### src/rtl/mod_cfg_pkg.sv
// Shared types and constants for the QAM modulator configuration sequencer.
package mod_cfg_pkg;

  typedef enum logic [1:0] {
    BAUD_2400  = 2'b00,
    BAUD_4800  = 2'b01,
    BAUD_9600  = 2'b10,
    BAUD_19200 = 2'b11
  } baud_e;

  typedef struct packed {
    logic        mod_type;       // 0 = QPSK, 1 = 16QAM
    logic [1:0]  baud_rate;
    logic        filter_enable;
    logic [15:0] carrier_freq;
  } cfg_t;

  localparam cfg_t CFG_DEFAULT = '{
    mod_type:      1'b0,
    baud_rate:     BAUD_2400,
    filter_enable: 1'b1,
    carrier_freq:  16'h0000
  };

  typedef enum logic [1:0] {
    ST_RUN,
    ST_PEND,
    ST_FLUSH,
    ST_SETTLE
  } state_t;

  // True when two configs differ in the carrier setting and nothing else.
  function automatic logic cfg_carrier_only_diff(cfg_t a, cfg_t b);
    return (a.carrier_freq != b.carrier_freq) &&
           (a.mod_type == b.mod_type) &&
           (a.baud_rate == b.baud_rate) &&
           (a.filter_enable == b.filter_enable);
  endfunction

endpackage

### src/rtl/mod_cfg_ctrl_if.sv
// Configuration request handshake between a settings source and mod_cfg_ctrl.
interface mod_cfg_ctrl_if;
  logic        cfg_valid;
  logic        cfg_ready;
  logic        cfg_mod_type;
  logic [1:0]  cfg_baud_rate;
  logic        cfg_filter_enable;
  logic [15:0] cfg_carrier_freq;

  modport master (
    output cfg_valid, cfg_mod_type, cfg_baud_rate, cfg_filter_enable, cfg_carrier_freq,
    input  cfg_ready
  );

  modport slave (
    input  cfg_valid, cfg_mod_type, cfg_baud_rate, cfg_filter_enable, cfg_carrier_freq,
    output cfg_ready
  );
endinterface

### src/rtl/mod_cfg_strobe_wait.sv
// Symbol-strobe waiter: gap counter that turns either a real strobe or a
// STROBE_TIMEOUT-cycle gap into a single event pulse. Cleared while disabled.
module mod_cfg_strobe_wait #(
  parameter int unsigned STROBE_TIMEOUT = 8192
) (
  input  logic clk,
  input  logic rst_n,
  input  logic en_i,
  input  logic strobe_i,
  output logic event_o,
  output logic timeout_o
);

  localparam int unsigned CW = (STROBE_TIMEOUT > 1) ? $clog2(STROBE_TIMEOUT) : 1;
  localparam logic [CW-1:0] GAP_LAST = CW'(STROBE_TIMEOUT - 1);

  logic [CW-1:0] gap_q, gap_d;
  logic          at_last;

  // Event/timeout decode and gap counter next value.
  always_comb begin
    at_last   = (gap_q == GAP_LAST);
    event_o   = en_i & (strobe_i | at_last);
    timeout_o = en_i & ~strobe_i & at_last;
    gap_d     = gap_q + CW'(1);
    if (!en_i || event_o) gap_d = '0;
  end

  // Gap counter register.
  always_ff @(posedge clk) begin
    if (!rst_n) gap_q <= '0;
    else        gap_q <= gap_d;
  end

endmodule

### src/rtl/mod_cfg_ctrl.sv
// Run-time configuration sequencer for the QAM modulator datapath.
// Optional feature macro: MOD_CFG_CARRIER_HITLESS_EN (carrier-only changes
// are applied on a symbol boundary without flush or mute).
module mod_cfg_ctrl
  import mod_cfg_pkg::*;
#(
  parameter int unsigned FLUSH_CYCLES   = 8,
  parameter int unsigned SETTLE_SYMBOLS = 16,
  parameter int unsigned STROBE_TIMEOUT = 8192
) (
  input  logic                clk,
  input  logic                rst_n,
  mod_cfg_ctrl_if.slave       cfg,
  input  logic                symbol_strobe,
  output logic                mod_type,
  output logic [1:0]          baud_rate,
  output logic                filter_enable,
  output logic [15:0]         carrier_freq_set,
  output logic                dp_rst_n,
  input  logic [31:0]         mod_iq_in,
  output logic [31:0]         mod_iq_out,
  output logic                tx_active,
  output logic                busy,
  output logic                timeout_flag,
  output logic [7:0]          reconfig_cnt
);

  localparam logic [7:0] FLUSH_LAST  = 8'(FLUSH_CYCLES - 1);
  localparam logic [7:0] SETTLE_LAST = 8'(SETTLE_SYMBOLS - 1);

  state_t      state_q, state_d;
  cfg_t        applied_q, applied_d;
  cfg_t        shadow_q, shadow_d;
  logic [7:0]  flush_cnt_q, flush_cnt_d;
  logic [7:0]  settle_cnt_q, settle_cnt_d;
  logic [7:0]  reconfig_cnt_q, reconfig_cnt_d;
  logic        timeout_q, timeout_d;
  logic [31:0] iq_q, iq_d;

  cfg_t        cfg_in;
  logic        wait_en, wait_event, wait_timeout;
  logic        hitless;

  assign cfg_in = '{
    mod_type:      cfg.cfg_mod_type,
    baud_rate:     cfg.cfg_baud_rate,
    filter_enable: cfg.cfg_filter_enable,
    carrier_freq:  cfg.cfg_carrier_freq
  };

  assign wait_en = (state_q == ST_PEND) || (state_q == ST_SETTLE);

`ifdef MOD_CFG_CARRIER_HITLESS_EN
  assign hitless = cfg_carrier_only_diff(shadow_q, applied_q);
`else
  assign hitless = 1'b0;
`endif

  mod_cfg_strobe_wait #(
    .STROBE_TIMEOUT (STROBE_TIMEOUT)
  ) u_wait (
    .clk       (clk),
    .rst_n     (rst_n),
    .en_i      (wait_en),
    .strobe_i  (symbol_strobe),
    .event_o   (wait_event),
    .timeout_o (wait_timeout)
  );

  // Next-state and datapath control; IQ stays live in PEND since the old config is still valid.
  always_comb begin
    state_d        = state_q;
    applied_d      = applied_q;
    shadow_d       = shadow_q;
    flush_cnt_d    = flush_cnt_q;
    settle_cnt_d   = settle_cnt_q;
    reconfig_cnt_d = reconfig_cnt_q;
    timeout_d      = timeout_q | wait_timeout;
    iq_d           = ((state_q == ST_RUN) || (state_q == ST_PEND)) ? mod_iq_in : '0;

    unique case (state_q)
      ST_RUN: begin
        if (cfg.cfg_valid) begin
          shadow_d = cfg_in;
          if (cfg_in != applied_q) state_d = ST_PEND;
        end
      end
      ST_PEND: begin
        if (wait_event) begin
          applied_d = shadow_q;
          if (reconfig_cnt_q != 8'hFF) reconfig_cnt_d = reconfig_cnt_q + 8'd1;
          if (hitless) begin
            state_d = ST_RUN;
          end else begin
            state_d     = ST_FLUSH;
            flush_cnt_d = '0;
          end
        end
      end
      ST_FLUSH: begin
        if (flush_cnt_q == FLUSH_LAST) begin
          state_d      = ST_SETTLE;
          settle_cnt_d = '0;
        end else begin
          flush_cnt_d = flush_cnt_q + 8'd1;
        end
      end
      ST_SETTLE: begin
        if (wait_event) begin
          if (settle_cnt_q == SETTLE_LAST) state_d = ST_RUN;
          else                             settle_cnt_d = settle_cnt_q + 8'd1;
        end
      end
      default: state_d = ST_FLUSH;
    endcase
  end

  // State and register bank; reset restarts a flush with default config.
  always_ff @(posedge clk) begin
    if (!rst_n) begin
      state_q        <= ST_FLUSH;
      applied_q      <= CFG_DEFAULT;
      shadow_q       <= CFG_DEFAULT;
      flush_cnt_q    <= '0;
      settle_cnt_q   <= '0;
      reconfig_cnt_q <= '0;
      timeout_q      <= 1'b0;
      iq_q           <= '0;
    end else begin
      state_q        <= state_d;
      applied_q      <= applied_d;
      shadow_q       <= shadow_d;
      flush_cnt_q    <= flush_cnt_d;
      settle_cnt_q   <= settle_cnt_d;
      reconfig_cnt_q <= reconfig_cnt_d;
      timeout_q      <= timeout_d;
      iq_q           <= iq_d;
    end
  end

  assign cfg.cfg_ready      = (state_q == ST_RUN);
  assign tx_active          = (state_q == ST_RUN);
  assign busy               = (state_q != ST_RUN);
  assign dp_rst_n           = (state_q != ST_FLUSH);
  assign mod_type           = applied_q.mod_type;
  assign baud_rate          = applied_q.baud_rate;
  assign filter_enable      = applied_q.filter_enable;
  assign carrier_freq_set   = applied_q.carrier_freq;
  assign mod_iq_out         = iq_q;
  assign timeout_flag       = timeout_q;
  assign reconfig_cnt       = reconfig_cnt_q;

endmodule

### src/flat_wrapper.sv
// flat-port wrapper written by rule: the top's interface ports become plain ports
module mod_cfg_ctrl_flat import mod_cfg_pkg::*;
#(
  parameter int unsigned FLUSH_CYCLES   = 8,
  parameter int unsigned SETTLE_SYMBOLS = 16,
  parameter int unsigned STROBE_TIMEOUT = 8192
)
  (clk, rst_n, symbol_strobe, mod_type, baud_rate, filter_enable, carrier_freq_set, dp_rst_n, mod_iq_in, mod_iq_out, tx_active, busy, timeout_flag, reconfig_cnt, cfg_cfg_valid, cfg_cfg_mod_type, cfg_cfg_baud_rate, cfg_cfg_filter_enable, cfg_cfg_carrier_freq, cfg_cfg_ready);
  mod_cfg_ctrl_if cfg_i ();
  input  logic clk;
  input  logic rst_n;
  input  logic symbol_strobe;
  output logic mod_type;
  output logic [1:0] baud_rate;
  output logic filter_enable;
  output logic [15:0] carrier_freq_set;
  output logic dp_rst_n;
  input  logic [31:0] mod_iq_in;
  output logic [31:0] mod_iq_out;
  output logic tx_active;
  output logic busy;
  output logic timeout_flag;
  output logic [7:0] reconfig_cnt;
  input wire logic [$bits(cfg_i.cfg_valid)-1:0] cfg_cfg_valid;
  input wire logic [$bits(cfg_i.cfg_mod_type)-1:0] cfg_cfg_mod_type;
  input wire logic [$bits(cfg_i.cfg_baud_rate)-1:0] cfg_cfg_baud_rate;
  input wire logic [$bits(cfg_i.cfg_filter_enable)-1:0] cfg_cfg_filter_enable;
  input wire logic [$bits(cfg_i.cfg_carrier_freq)-1:0] cfg_cfg_carrier_freq;
  output wire logic [$bits(cfg_i.cfg_ready)-1:0] cfg_cfg_ready;
  assign cfg_i.cfg_valid = cfg_cfg_valid;
  assign cfg_i.cfg_mod_type = cfg_cfg_mod_type;
  assign cfg_i.cfg_baud_rate = cfg_cfg_baud_rate;
  assign cfg_i.cfg_filter_enable = cfg_cfg_filter_enable;
  assign cfg_i.cfg_carrier_freq = cfg_cfg_carrier_freq;
  assign cfg_cfg_ready = cfg_i.cfg_ready;
  mod_cfg_ctrl #(.FLUSH_CYCLES(FLUSH_CYCLES), .SETTLE_SYMBOLS(SETTLE_SYMBOLS), .STROBE_TIMEOUT(STROBE_TIMEOUT)) u_core (.clk(clk), .rst_n(rst_n), .cfg(cfg_i), .symbol_strobe(symbol_strobe), .mod_type(mod_type), .baud_rate(baud_rate), .filter_enable(filter_enable), .carrier_freq_set(carrier_freq_set), .dp_rst_n(dp_rst_n), .mod_iq_in(mod_iq_in), .mod_iq_out(mod_iq_out), .tx_active(tx_active), .busy(busy), .timeout_flag(timeout_flag), .reconfig_cnt(reconfig_cnt));
endmodule
### config.mk
export PLATFORM = sky130hd
export DESIGN_NAME = mod_cfg_ctrl_flat
export DESIGN_NICKNAME = d
export VERILOG_FILES = /design/src/rtl/mod_cfg_pkg.sv /design/src/rtl/mod_cfg_ctrl_if.sv /design/src/rtl/mod_cfg_strobe_wait.sv /design/src/rtl/mod_cfg_ctrl.sv /design/src/flat_wrapper.sv
export SDC_FILE = /design/constraint.sdc
export NUM_CORES = 1
export LEC_CHECK = 0
export BUFFER_PORTS_ARGS = -buffer_cell sky130_fd_sc_hd__buf_2
export CORE_MARGIN = 1
export CORE_UTILIZATION = 52
export DETAILED_ROUTE_END_ITERATION = 6
export PLACE_DENSITY = 0.81
export SETUP_SLACK_MARGIN = 0.4
export SYNTH_ARGS = -nofsm -noshare
export SYNTH_HDL_FRONTEND = slang
export SYNTH_HIERARCHICAL = 1
export SYNTH_SLANG_ARGS = --single-unit
### constraint.sdc
create_clock -name clk -period 3.2 [get_ports clk]
set_input_delay 0.32 -clock clk [delete_from_list [all_inputs] [get_ports clk]]
set_output_delay 0.32 -clock clk [all_outputs]
set_load 0.02 [all_outputs]
==> summary.txt, run 1 <==
Final layout
  • Fill cells: ~700
  • Multi-input gate area: 2180 µm²
  • Most common cell after layout, fill and taps aside: buf_2
  • Sequential Area: about 2200 µm²
  • Post-Layout Cell Count: 710
  • N_diodes: 0
  • Area grow syn2layout: 19.5%
  • Nets: 664
  • Ratio of cells with drive above 1 in the final layout: roughly a quarter
  • Final core occ: roughly two thirds
  • Most frequent cells in the layout: buf_2, dfxtp_1, nand2_1

Clocking
  • # resized after CTS: 0
  • Hold-fix buffers, CTS: 0
  • Num CTS Buffers: 9
  • Setup bufs post-CTS: 0
  • # clock sinks: 112
  • Clock-pin slew on the worst setup and hold paths: 0.11 ns
  • Clk buf depth: 2
  • Worst-Skew Late Latency: roughly 0.38 ns
  • H-tree levels: 3
  • CTS tree: done
  • Root buf cell: clkbuf_8

Setup path
  • Req. time, crit path: 3.50 ns
  • Crit path launch type: register
  • CP max FO: 6
  • Worst setup EP type: register
  • WS Path Type: register to register
  • CP arrival: around 2.8 ns

Synthesis
  • Avg Cell Area, Syn: around 9.4 µm²
  • Synth Cell Area: 4540 µm²
  • EDFF count, synth: 0
  • Synth top area cells: dfxtp_1, nand2_1, a21boi_0, xor2_1, and2_1
  • Ys flop type: dfxtp_1
  • Syn Nets: roughly 550
  • Top cell type's share of synthesized area: about half
  • Largest area contributor in the netlist: dfxtp_1
  • Synth Register Bits: 112
  • Synth Instances: 485
  • Sequential fraction of the synthesis area: approximately half
  • Syn. warnings: 6
  • Netlist cell types: between 40 and 50
  • Async S/R FF share, synth: 0%

Floorplan
  • Core region area: about 8300 µm²
  • Rows: 33
  • Die width: approximately 95 µm
  • I/O pin cnt: roughly 120
  • Initial Utilization: 54.4%
  • Die Ht: 95.4 µm
  • Die Area: between 9000 and 10000 µm²

Route
  • Vias: between 3000 and 4000
  • Final ANT Viol Nets: 0
  • Drt first pass iters: 4
  • DRC viols: 0
  • Initial DRC count: around 160
  • Vias/cell: between 5 and 6
  • Drt wl/cell: about 13 µm
  • Final WL: 9.53 mm

STA
  • Slew at the pin closest to its max-slew limit: 0.831 ns
  • Pins Over Slew Limit: 0
  • Headroom to the max-slew limit: approximately 45%
  • Final Hold Fails: 0
  • Fmax: 395 MHz
  • Final Setup Violations: 0
  • Skew final: approximately 0.020 ns
  • Setup_tns: 0 ns
  • Unrepaired setup endpoints after global routing: no
  • Fin crit period: 2.53 ns
  • Fin crit share: between 70% and 80%

Worst hold path
  • Worst hold path type: input port to register

Power
  • Power density over the cells: roughly 490 nW/µm²
  • Total Power: around 2600 µW
  • Lkg Pwr: about 0.0024 µW
  • Peak VDD IR: 289 µV

Global routing
  • Largest net degree at the start of global routing: 33
  • Initial antenna violation count: 0
  • First-pass GRT wire length: approximately 15 mm
  • Number of global-route vias before repair: about 3400
  • Gr usage total: ~22%
  • Overflow after GRT: 0

Placed design
  • Placed wire-length estimate: approximately 7.0 mm
  • Port bufs: 120
  • RD Place Congestion: just under 0.9
  • Inst Count DP: approximately 690

Status
  • Outcome: complete, no violations

Job
  • Max_cap viols: 0
==> path summary, 6_finish.rpt <==
kind                                from                      to  slack, ns  depth (start not counted)
setup / recovery  u_core/u_wait/gap_q[0]  u_core/reconfig_cnt[5]       0.67                          9
hold / removal             mod_iq_in[23]   u_core/mod_iq_out[23]       0.13                          2
setup reg to reg  u_core/u_wait/gap_q[0]  u_core/reconfig_cnt[5]       0.67                          9
hold reg to reg      u_core/timeout_flag     u_core/timeout_flag       0.47                          1
==> synth_stat cells (2+ instances only) <==
master and instances:
nand2_1 94, xor2_1 33, inv_1 7, and4_1 2, ha_1 8, nor3_1 3
nand4_1 15, nor2_1 23, a21oi_1 2, or3_1 2, and2_1 39, nand3_2 2
mux2i_1 2, nor4_1 6, dfxtp_1 112, a21boi_0 42, xnor2_1 15, nor2b_1 4
o21ai_0 3, nand2b_1 5, clkbuf_1 18, o21a_1 5, and3_1 6, nor2_2 11
nand3_1 10
==> kinds of logic (layout without fill, tap and decap cells) <==
| group | count (synthesis) | count (layout) | synth area share, % |
|---|---|---|---|
| compound gates | 59 | 59 | 10.0 |
| mux | 2 | 2 | 0.441 |
| fa+ha+maj | 8 | 8 | 2.21 |
| buf+inv | 27 | 147 | 2.67 |
| xor+xnor | 48 | 48 | 9.26 |
| flops | 112 | 112 | 49.4 |
| simple gates | 229 | 229 | 26.0 |
==> worst max-delay path: stages (launching register included) <==
cell,delay (ns)
dfxtp_1,0.39
ha_1,0.27
nand4_4,0.16
nor4_4,0.35
o21a_1,0.20
nand2_1,0.13
nor2_4,0.20
nand4_1,0.23
or3_1,0.37
a21boi_0,0.17
==> sequential cells by signal, indices dropped and copies added, names as in the netlist <==
signal / flops
u_core/baud_rate: 2
u_core/carrier_freq_set: 16
u_core/filter_enable: 1
u_core/settle_cnt_q: 8
u_core/u_wait/gap_q: 13
u_core/mod_type: 1
u_core/timeout_flag: 1
u_core/shadow_q: 20
u_core/flush_cnt_q: 8
u_core/reconfig_cnt: 8
u_core/state_q: 2
u_core/mod_iq_out: 32
==> through the flow <==
stage	hold WS, ns	cell area, µm²	worst slack (ns)
finish	0.133	5420	0.667
detailed placement	0.444	5210	0.638
floorplan	0.435	4540	0.859
global route	0.111	5420	0.422
CTS	0.117	5410	0.607
global placement	0.444	5210	0.769
==> cell type report <==
type | count | share of cell area, %
tap | 105 | 2.42
multi-input combinational | 346 | 40.3
inverter | 7 | 0.485
timing repair buffer | 124 | 11.6
sequential | 112 | 41.3
clock buffer | 10 | 2.54
clock inverter | 6 | 1.29
==> routing by layer <==
metal	GRT usage, %	routed length [µm]	vias up
met5	0	0	-
met4	6.59	90	0
met3	4.78	378	7
met2	38.5	4800	86
met1	26.3	4260	1694
li1	-	-	1829
==> power breakdown <==
group / internal (µW) / total, µW / switching (µW)
Sequential: 1420 / 1450 / 29.7
Clock: 330 / 842 / 512
Combinational: 143 / 339 / 195
Note: power is estimated with default switching activity, not from simulation.
==> inputs of run 2 (changes only) <==
--- a/config.mk
+++ b/config.mk
@@ -7,9 +7,9 @@
 export LEC_CHECK = 0
 export BUFFER_PORTS_ARGS = -buffer_cell sky130_fd_sc_hd__buf_2
 export CORE_MARGIN = 1
-export CORE_UTILIZATION = 52
+export CORE_UTILIZATION = 47
 export DETAILED_ROUTE_END_ITERATION = 6
-export PLACE_DENSITY = 0.81
+export PLACE_DENSITY = 0.77
 export SETUP_SLACK_MARGIN = 0.4
 export SYNTH_ARGS = -nofsm -noshare
 export SYNTH_HDL_FRONTEND = slang
==> constraint.sdc (replaced) <==
create_clock -name clk -period 2.3 [get_ports clk]
set_input_delay 0.23 -clock clk [delete_from_list [all_inputs] [get_ports clk]]
set_output_delay 0.23 -clock clk [all_outputs]
set_load 0.02 [all_outputs]
==> run 2 against run 1 <==
Non-clock buffer count up 22. Register-to-register slack got worse by 0.33 ns. Count of clock-buffer cells in the layout did not move. Via count grew 2.0%. Clock power is 43% higher. Total power rose by 46%. Largest cell class is now multi-input gates. Highest routed layer unchanged. Core utilization shrank 2.4 points. Wire length grew 6.2%. Worst hold slack got worse by 0.073 ns. Final area rose by 7.1%.
==> summary.txt, run 2 (synthesis results as in run 1) <==
STA
  • Fin crit share: 85.2% (was 79.1%)
  • Skew final: 0.00907 ns (was 0.0195 ns)
  • Final Hold Fails: 0 (unchanged)
  • Headroom to the max-slew limit: 51.8% (was 44.6%)
  • Slew at the pin closest to its max-slew limit: 0.721 ns (was 0.831 ns)
  • Setup_tns: 0 ns (unchanged)
  • Fmax: 510 MHz (was 395 MHz)
  • Pins Over Slew Limit: 0 (unchanged)
  • Unrepaired setup endpoints after global routing: yes (was no)
  • Final Setup Violations: 0 (unchanged)
  • Setup WS post-layout: 0.340 ns (was 0.667 ns)
  • Fin crit period: 1.96 ns (was 2.53 ns)

Floorplan
  • Die Area: 10100 µm² (was 9110 µm²)
  • Core region area: 9280 µm² (was 8340 µm²)
  • Initial Utilization: 48.9% (was 54.4%)
  • I/O pin cnt: 121 (unchanged)
  • Die width: 100 µm (was 95.4 µm)
  • Die Ht: 100 µm (was 95.4 µm)
  • Rows: 35 (was 33)

Placed design
  • Placed wire-length estimate: 6.90 mm (was 6.96 mm)
  • RD Place Congestion: 0.760 (was 0.881)
  • Port bufs: 120 (unchanged)
  • Worst slack, placed: 0.0669 ns (was 0.638 ns)

Setup path
  • Worst setup EP type: register (unchanged)
  • R2R Path Start: u_core/u_wait/gap_q[0] (unchanged)
  • WS Path Type: register to register (unchanged)
  • Reg-to-reg slack, setup: 0.34 ns (was 0.67 ns)
  • CP arrival: 2.26 ns (was 2.84 ns)
  • CP max FO: 5 (was 6)
  • Crit path launch: u_core/u_wait/gap_q[0] (unchanged)
  • Req. time, crit path: 2.60 ns (was 3.50 ns)
  • Worst R2R Path Depth: 9 (unchanged)
  • Crit path launch type: register (unchanged)
  • Worst r2r dst: u_core/reconfig_cnt[7] (was u_core/reconfig_cnt[5])
  • Crit path to: u_core/reconfig_cnt[7] (was u_core/reconfig_cnt[5])

Final layout
  • N_diodes: 0 (unchanged)
  • Nets: 686 (was 664)
  • Final core occ: 62.6% (was 65.0%)
  • Most frequent cells in the layout: buf_2, dfxtp_1, nand2_1 (unchanged)
  • Ratio of cells with drive above 1 in the final layout: 34.8% (was 26.6%)
  • Most common cell after layout, fill and taps aside: buf_2 (unchanged)
  • Max FFs per register: 32 (unchanged)
  • Area grow syn2layout: 28.0% (was 19.5%)

Global routing
  • Gr busiest metal: met2 (unchanged)
  • Number of global-route vias before repair: 3601 (was 3437)
  • First-pass GRT wire length: 16.1 mm (was 15.5 mm)
  • Gr usage total: 20.0% (was 21.8%)
  • Met1 Use GR: 23.9% (was 26.3%)
  • Initial antenna violation count: 0 (unchanged)
  • Met2 Use GR: 34.9% (was 38.5%)
  • Largest net degree at the start of global routing: 50 (was 33)
  • Overflow after GRT: 0 (unchanged)
  • M3 GR Usage: 4.18% (was 4.78%)

Clocking
  • CTS tree: done (unchanged)
  • Num CTS Buffers: 9 (unchanged)
  • Clock-pin slew on the worst setup and hold paths: 0.11 ns (about the same)
  • Root buf cell: clkbuf_8 (unchanged)
  • Worst-Skew Late Latency: 0.36 ns (was 0.38 ns)
  • # clock sinks: 112 (unchanged)
  • Clk buf depth: 2 (unchanged)
  • H-tree levels: 3 (unchanged)
  • Hold-fix buffers, CTS: 0 (unchanged)

Route
  • DRC viols: 0 (unchanged)
  • Final WL: 10.1 mm (was 9.53 mm)
  • Final ANT Viol Nets: 0 (unchanged)
  • Vias: 3690 (was 3616)
  • Initial DRC count: 155 (was 162)
  • Drt first pass iters: 4 (unchanged)
  • Drt wl/cell: 13.4 µm (about the same)
  • Vias/cell: 4.88 (was 5.09)

Power
  • Total Power: 3840 µW (was 2630 µW)
  • Peak VDD IR: 347 µV (was 289 µV)
  • Power density over the cells: 660 nW/µm² (was 485 nW/µm²)
  • Lkg Pwr: 0.00250 µW (was 0.00237 µW)

Worst hold path
  • Worst hold path type: input port to register (unchanged)
  • Hold depth: 2 (unchanged)

Status
  • Outcome: complete, no violations (unchanged)

Job
  • Max_cap viols: 0 (unchanged)
-- run 2: report_power, final --
group / internal [µW] / switching, µW / total, µW
logic: 292 / 334 / 626
registers: 1970 / 39.1 / 2010
clock network: 523 / 675 / 1200
-- run 2: critical path, cell delays in order, from the launching register on --
cell      delay [ns]
dfxtp_4         0.37
ha_4            0.14
nand4_4         0.09
nor4_4          0.19
o21a_4          0.20
nand2_4         0.09
nor2_4          0.10
nand4_1         0.19
or3_1           0.41
a21boi_1        0.11
-- run 2: timing repair --
action                     CTS  global route
setup buffers               10             8
pin swaps                   10            15
setup endpoints to repair   26            59
resized for setup           18            35
-- run 2: worst min path at each step --
| stage | startpoint | to | slack, ns |
|---|---|---|---|
| floorplan | mod_iq_in[0] | u_core/mod_iq_out[0] | 0.35 |
| global placement | mod_iq_in[10] | u_core/mod_iq_out[10] | 0.43 |
| detailed placement | mod_iq_in[31] | u_core/mod_iq_out[31] | 0.43 |
| CTS | mod_iq_in[31] | u_core/mod_iq_out[31] | 0.04 |
| global route | mod_iq_in[12] | u_core/mod_iq_out[12] | 0.04 |
| finish | mod_iq_in[31] | u_core/mod_iq_out[31] | 0.06 |
-- run 2: stage by stage --
stage	hold slack (ns)	instance area [µm²]	instances
2_1_floorplan	0.352	4560	485
6_report	0.0594	5810	756
5_1_grt	0.0396	5810	756
4_1_cts	0.0366	5620	748
3_5_place_dp	0.433	5290	722
3_3_place_gp	0.429	5290	722
-- run 2: metal layers --
layer	up-vias	part of all wire, %
met5	-	0
met4	0	1.7
met3	16	3.9
met2	89	52
met1	1719	43
li1	1866	-
-- run 2: layout make-up --
type	instances	area [µm²]
timing repair buffer	146	807
tap	129	161
clock inverter	6	75.1
inverter	7	26.3
clock buffer	10	128
multi-input combinational	346	2340
sequential	112	2270
fill	792	3470
==> inputs of run 3 (changes only) <==
--- a/config.mk
+++ b/config.mk
@@ -6,10 +6,12 @@
 export NUM_CORES = 1
 export LEC_CHECK = 0
 export BUFFER_PORTS_ARGS = -buffer_cell sky130_fd_sc_hd__buf_2
+export CELL_PAD_IN_SITES_DETAIL_PLACEMENT = 1
+export CELL_PAD_IN_SITES_GLOBAL_PLACEMENT = 1
 export CORE_MARGIN = 1
-export CORE_UTILIZATION = 47
+export CORE_UTILIZATION = 35
 export DETAILED_ROUTE_END_ITERATION = 6
-export PLACE_DENSITY = 0.77
+export PLACE_DENSITY_LB_ADDON = 0.2
 export SETUP_SLACK_MARGIN = 0.4
 export SYNTH_ARGS = -nofsm -noshare
 export SYNTH_HDL_FRONTEND = slang
==> run 3 against run 2 <==
Non-clock buffer count grew 5. Fmax fell by 1.1%. Total power rose by 9.7%. Combinational power is 5.8% higher. Cell count grew 6.3%. Core utilization down 15 points. Worst hold slack better by 0.022 ns. Critical endpoint is now u_core/flush_cnt_q[7]. Highest routed layer unchanged.
==> summary.txt, run 3 (synthesis results as in run 1) <==
Final layout
  • Final core occ: 47.5% (was 62.6%)
  • Most common cell after layout, fill and taps aside: buf_2 (unchanged)
  • Nets: 691 (was 686)
  • Post-Layout Cell Count: 804 (was 756)
  • Most frequent cells in the layout: buf_2, dfxtp_1, nand2_1 (unchanged)
  • N_diodes: 0 (unchanged)
  • Area grow syn2layout: 32.1% (was 28.0%)
  • Max FFs per register: 32 (unchanged)
  • Ratio of cells with drive above 1 in the final layout: 34.0% (was 34.8%)

Clocking
  • Clock-pin slew on the worst setup and hold paths: 0.07 ns (was 0.11 ns)
  • # clock sinks: 112 (unchanged)
  • H-tree levels: 3 (unchanged)
  • Clk buf depth: 2 (unchanged)
  • Num CTS Buffers: 9 (unchanged)
  • Root buf cell: clkbuf_16 (was clkbuf_8)
  • Hold-fix buffers, CTS: 0 (unchanged)
  • Worst-Skew Late Latency: 0.35 ns (was 0.36 ns)
  • CTS tree: done (unchanged)

STA
  • Fmax: 505 MHz (was 510 MHz)
  • Fin crit period: 1.98 ns (was 1.96 ns)
  • Fin crit share: 86.2% (was 85.2%)
  • Pins Over Slew Limit: 0 (unchanged)
  • Headroom to the max-slew limit: 69.5% (was 51.8%)
  • Hold slack: 0.0811 ns (was 0.0594 ns)
  • Skew final: 0.0113 ns (was 0.00907 ns)
  • Unrepaired setup endpoints after global routing: yes (unchanged)
  • Final Hold Fails: 0 (unchanged)
  • Final Setup Violations: 0 (unchanged)
  • Slew at the pin closest to its max-slew limit: 0.458 ns (was 0.721 ns)
  • Setup_tns: 0 ns (unchanged)

Setup path
  • Crit path cell chain: ha_4 -> nand4_4 -> nor4_4 -> o21a_4 -> nand2_4 -> a21oi_2 -> and3_4 -> nand4_1 -> xor2_1 -> nor2_1 (was ha_4 -> nand4_4 -> nor4_4 -> o21a_4 -> nand2_4 -> nor2_4 -> nand4_1 -> or3_1 -> a21boi_1)
  • Slowest library cell on the worst path: dfxtp_4 (was or3_1)
  • Crit path largest cell delay: 0.36 ns (was 0.41 ns)
  • Crit path launch type: register (unchanged)
  • WS Path Type: register to register (unchanged)
  • CP arrival: 2.21 ns (was 2.26 ns)
  • CP max FO: 4 (was 5)
  • Req. time, crit path: 2.53 ns (was 2.60 ns)
  • Worst setup EP type: register (unchanged)

Floorplan
  • Initial Utilization: 36.0% (was 48.9%)
  • Die Ht: 116 µm (was 100 µm)
  • I/O pin cnt: 121 (unchanged)
  • Rows: 41 (was 35)
  • Core region area: 12600 µm² (was 9280 µm²)
  • Die Area: 13400 µm² (was 10100 µm²)
  • Die width: 116 µm (was 100 µm)

Route
  • Drt wl/cell: 14.7 µm (was 13.4 µm)
  • Drt first pass iters: 4 (unchanged)
  • Final ANT Viol Nets: 0 (unchanged)
  • Vias: 3760 (was 3690)
  • DRC viols: 0 (unchanged)
  • Vias/cell: 4.68 (was 4.88)
  • Final WL: 11.8 mm (was 10.1 mm)
  • Initial DRC count: 130 (was 155)

Global routing
  • Overflow after GRT: 0 (unchanged)
  • Initial antenna violation count: 0 (unchanged)
  • First-pass GRT wire length: 18.6 mm (was 16.1 mm)
  • Number of global-route vias before repair: 3813 (was 3601)
  • Largest net degree at the start of global routing: 49 (was 50)
  • Gr usage total: 18.0% (was 20.0%)

Worst hold path
  • Worst hold path type: input port to register (unchanged)

Job
  • Max_cap viols: 0 (unchanged)

Placed design
  • RD Place Congestion: 0.807 (was 0.760)
  • Port bufs: 120 (unchanged)
  • Placed wire-length estimate: 8.24 mm (was 6.90 mm)
  • Inst Count DP: 767 (was 722)

Power
  • Lkg Pwr: 0.00259 µW (was 0.00250 µW)
  • Power density over the cells: 702 nW/µm² (was 660 nW/µm²)
  • Total Power: 4210 µW (was 3840 µW)
  • Peak VDD IR: 376 µV (was 347 µV)

Status
  • Outcome: complete, no violations (unchanged)
==> run 3: worst paths after layout <==
check,start,depth (start not counted),endpoint,slack (ns)
worst max-delay path,u_core/u_wait/gap_q[0],10,u_core/flush_cnt_q[7],0.32
worst min-delay path,mod_iq_in[29],2,u_core/mod_iq_out[29],0.08
worst max register to register,u_core/u_wait/gap_q[0],10,u_core/flush_cnt_q[7],0.32
worst min register to register,u_core/shadow_q[5],2,u_core/carrier_freq_set[5],0.47
==> run 3: where the power goes <==
group / internal, µW / switching [µW] / total, µW / leakage (µW)
Sequential: 1980 / 40.2 / 2020 / 0.000906
Clock: 829 / 700 / 1530 / 0.000142
Combinational: 319 / 344 / 662 / 0.00155
==> run 3: metal layers <==
| layer | vias to the layer above | GRT usage, % | part of all wire (%) |
|---|---|---|---|
| li1 | 1880 | - | - |
| met2 | 61 | 32.6 | 52 |
| met3 | 13 | 3.14 | 2.8 |
| met1 | 1806 | 21.2 | 44 |
| met4 | 0 | 7.01 | 1.5 |
| met5 | - | 0 | 0 |
==> run 3: metrics by stage <==
step / setup WS (ns) / instance area (µm²)
after global placement: 0.212 / 5360
final: 0.318 / 6000
after floorplan: 0.306 / 4560
after global routing: 0.159 / 6000
after CTS: 0.254 / 5790
after detailed placement: 0.0829 / 5360
==> run 3: repair_timing <==
item | in CTS | in global routing
buffers inserted | 9 | 12
gates cloned | 0 | 0
pin swaps | 7 | 24
endpoints found under the setup margin | 38 | 78
gates resized for setup | 20 | 28
==> run 3: worst max-delay path, delay by kind of cell, from the launching register on <==
| family | cells | cell delay, ns |
|---|---|---|
| compound gates | 2 | 0.36 |
| xor+xnor | 1 | 0.19 |
| fa+ha+maj | 1 | 0.14 |
| flops | 1 | 0.36 |
| simple gates | 6 | 0.81 |
==> run 3: final cells by class <==
| cell class | count | area (µm²) |
|---|---|---|
| multi-input combinational | 346 | 2340 |
| clock buffer | 13 | 270 |
| clock inverter | 3 | 25.0 |
| fill | 1517 | 6620 |
| tap | 172 | 215 |
| inverter | 7 | 26.3 |
| timing repair buffer | 151 | 860 |
| sequential | 112 | 2260 |
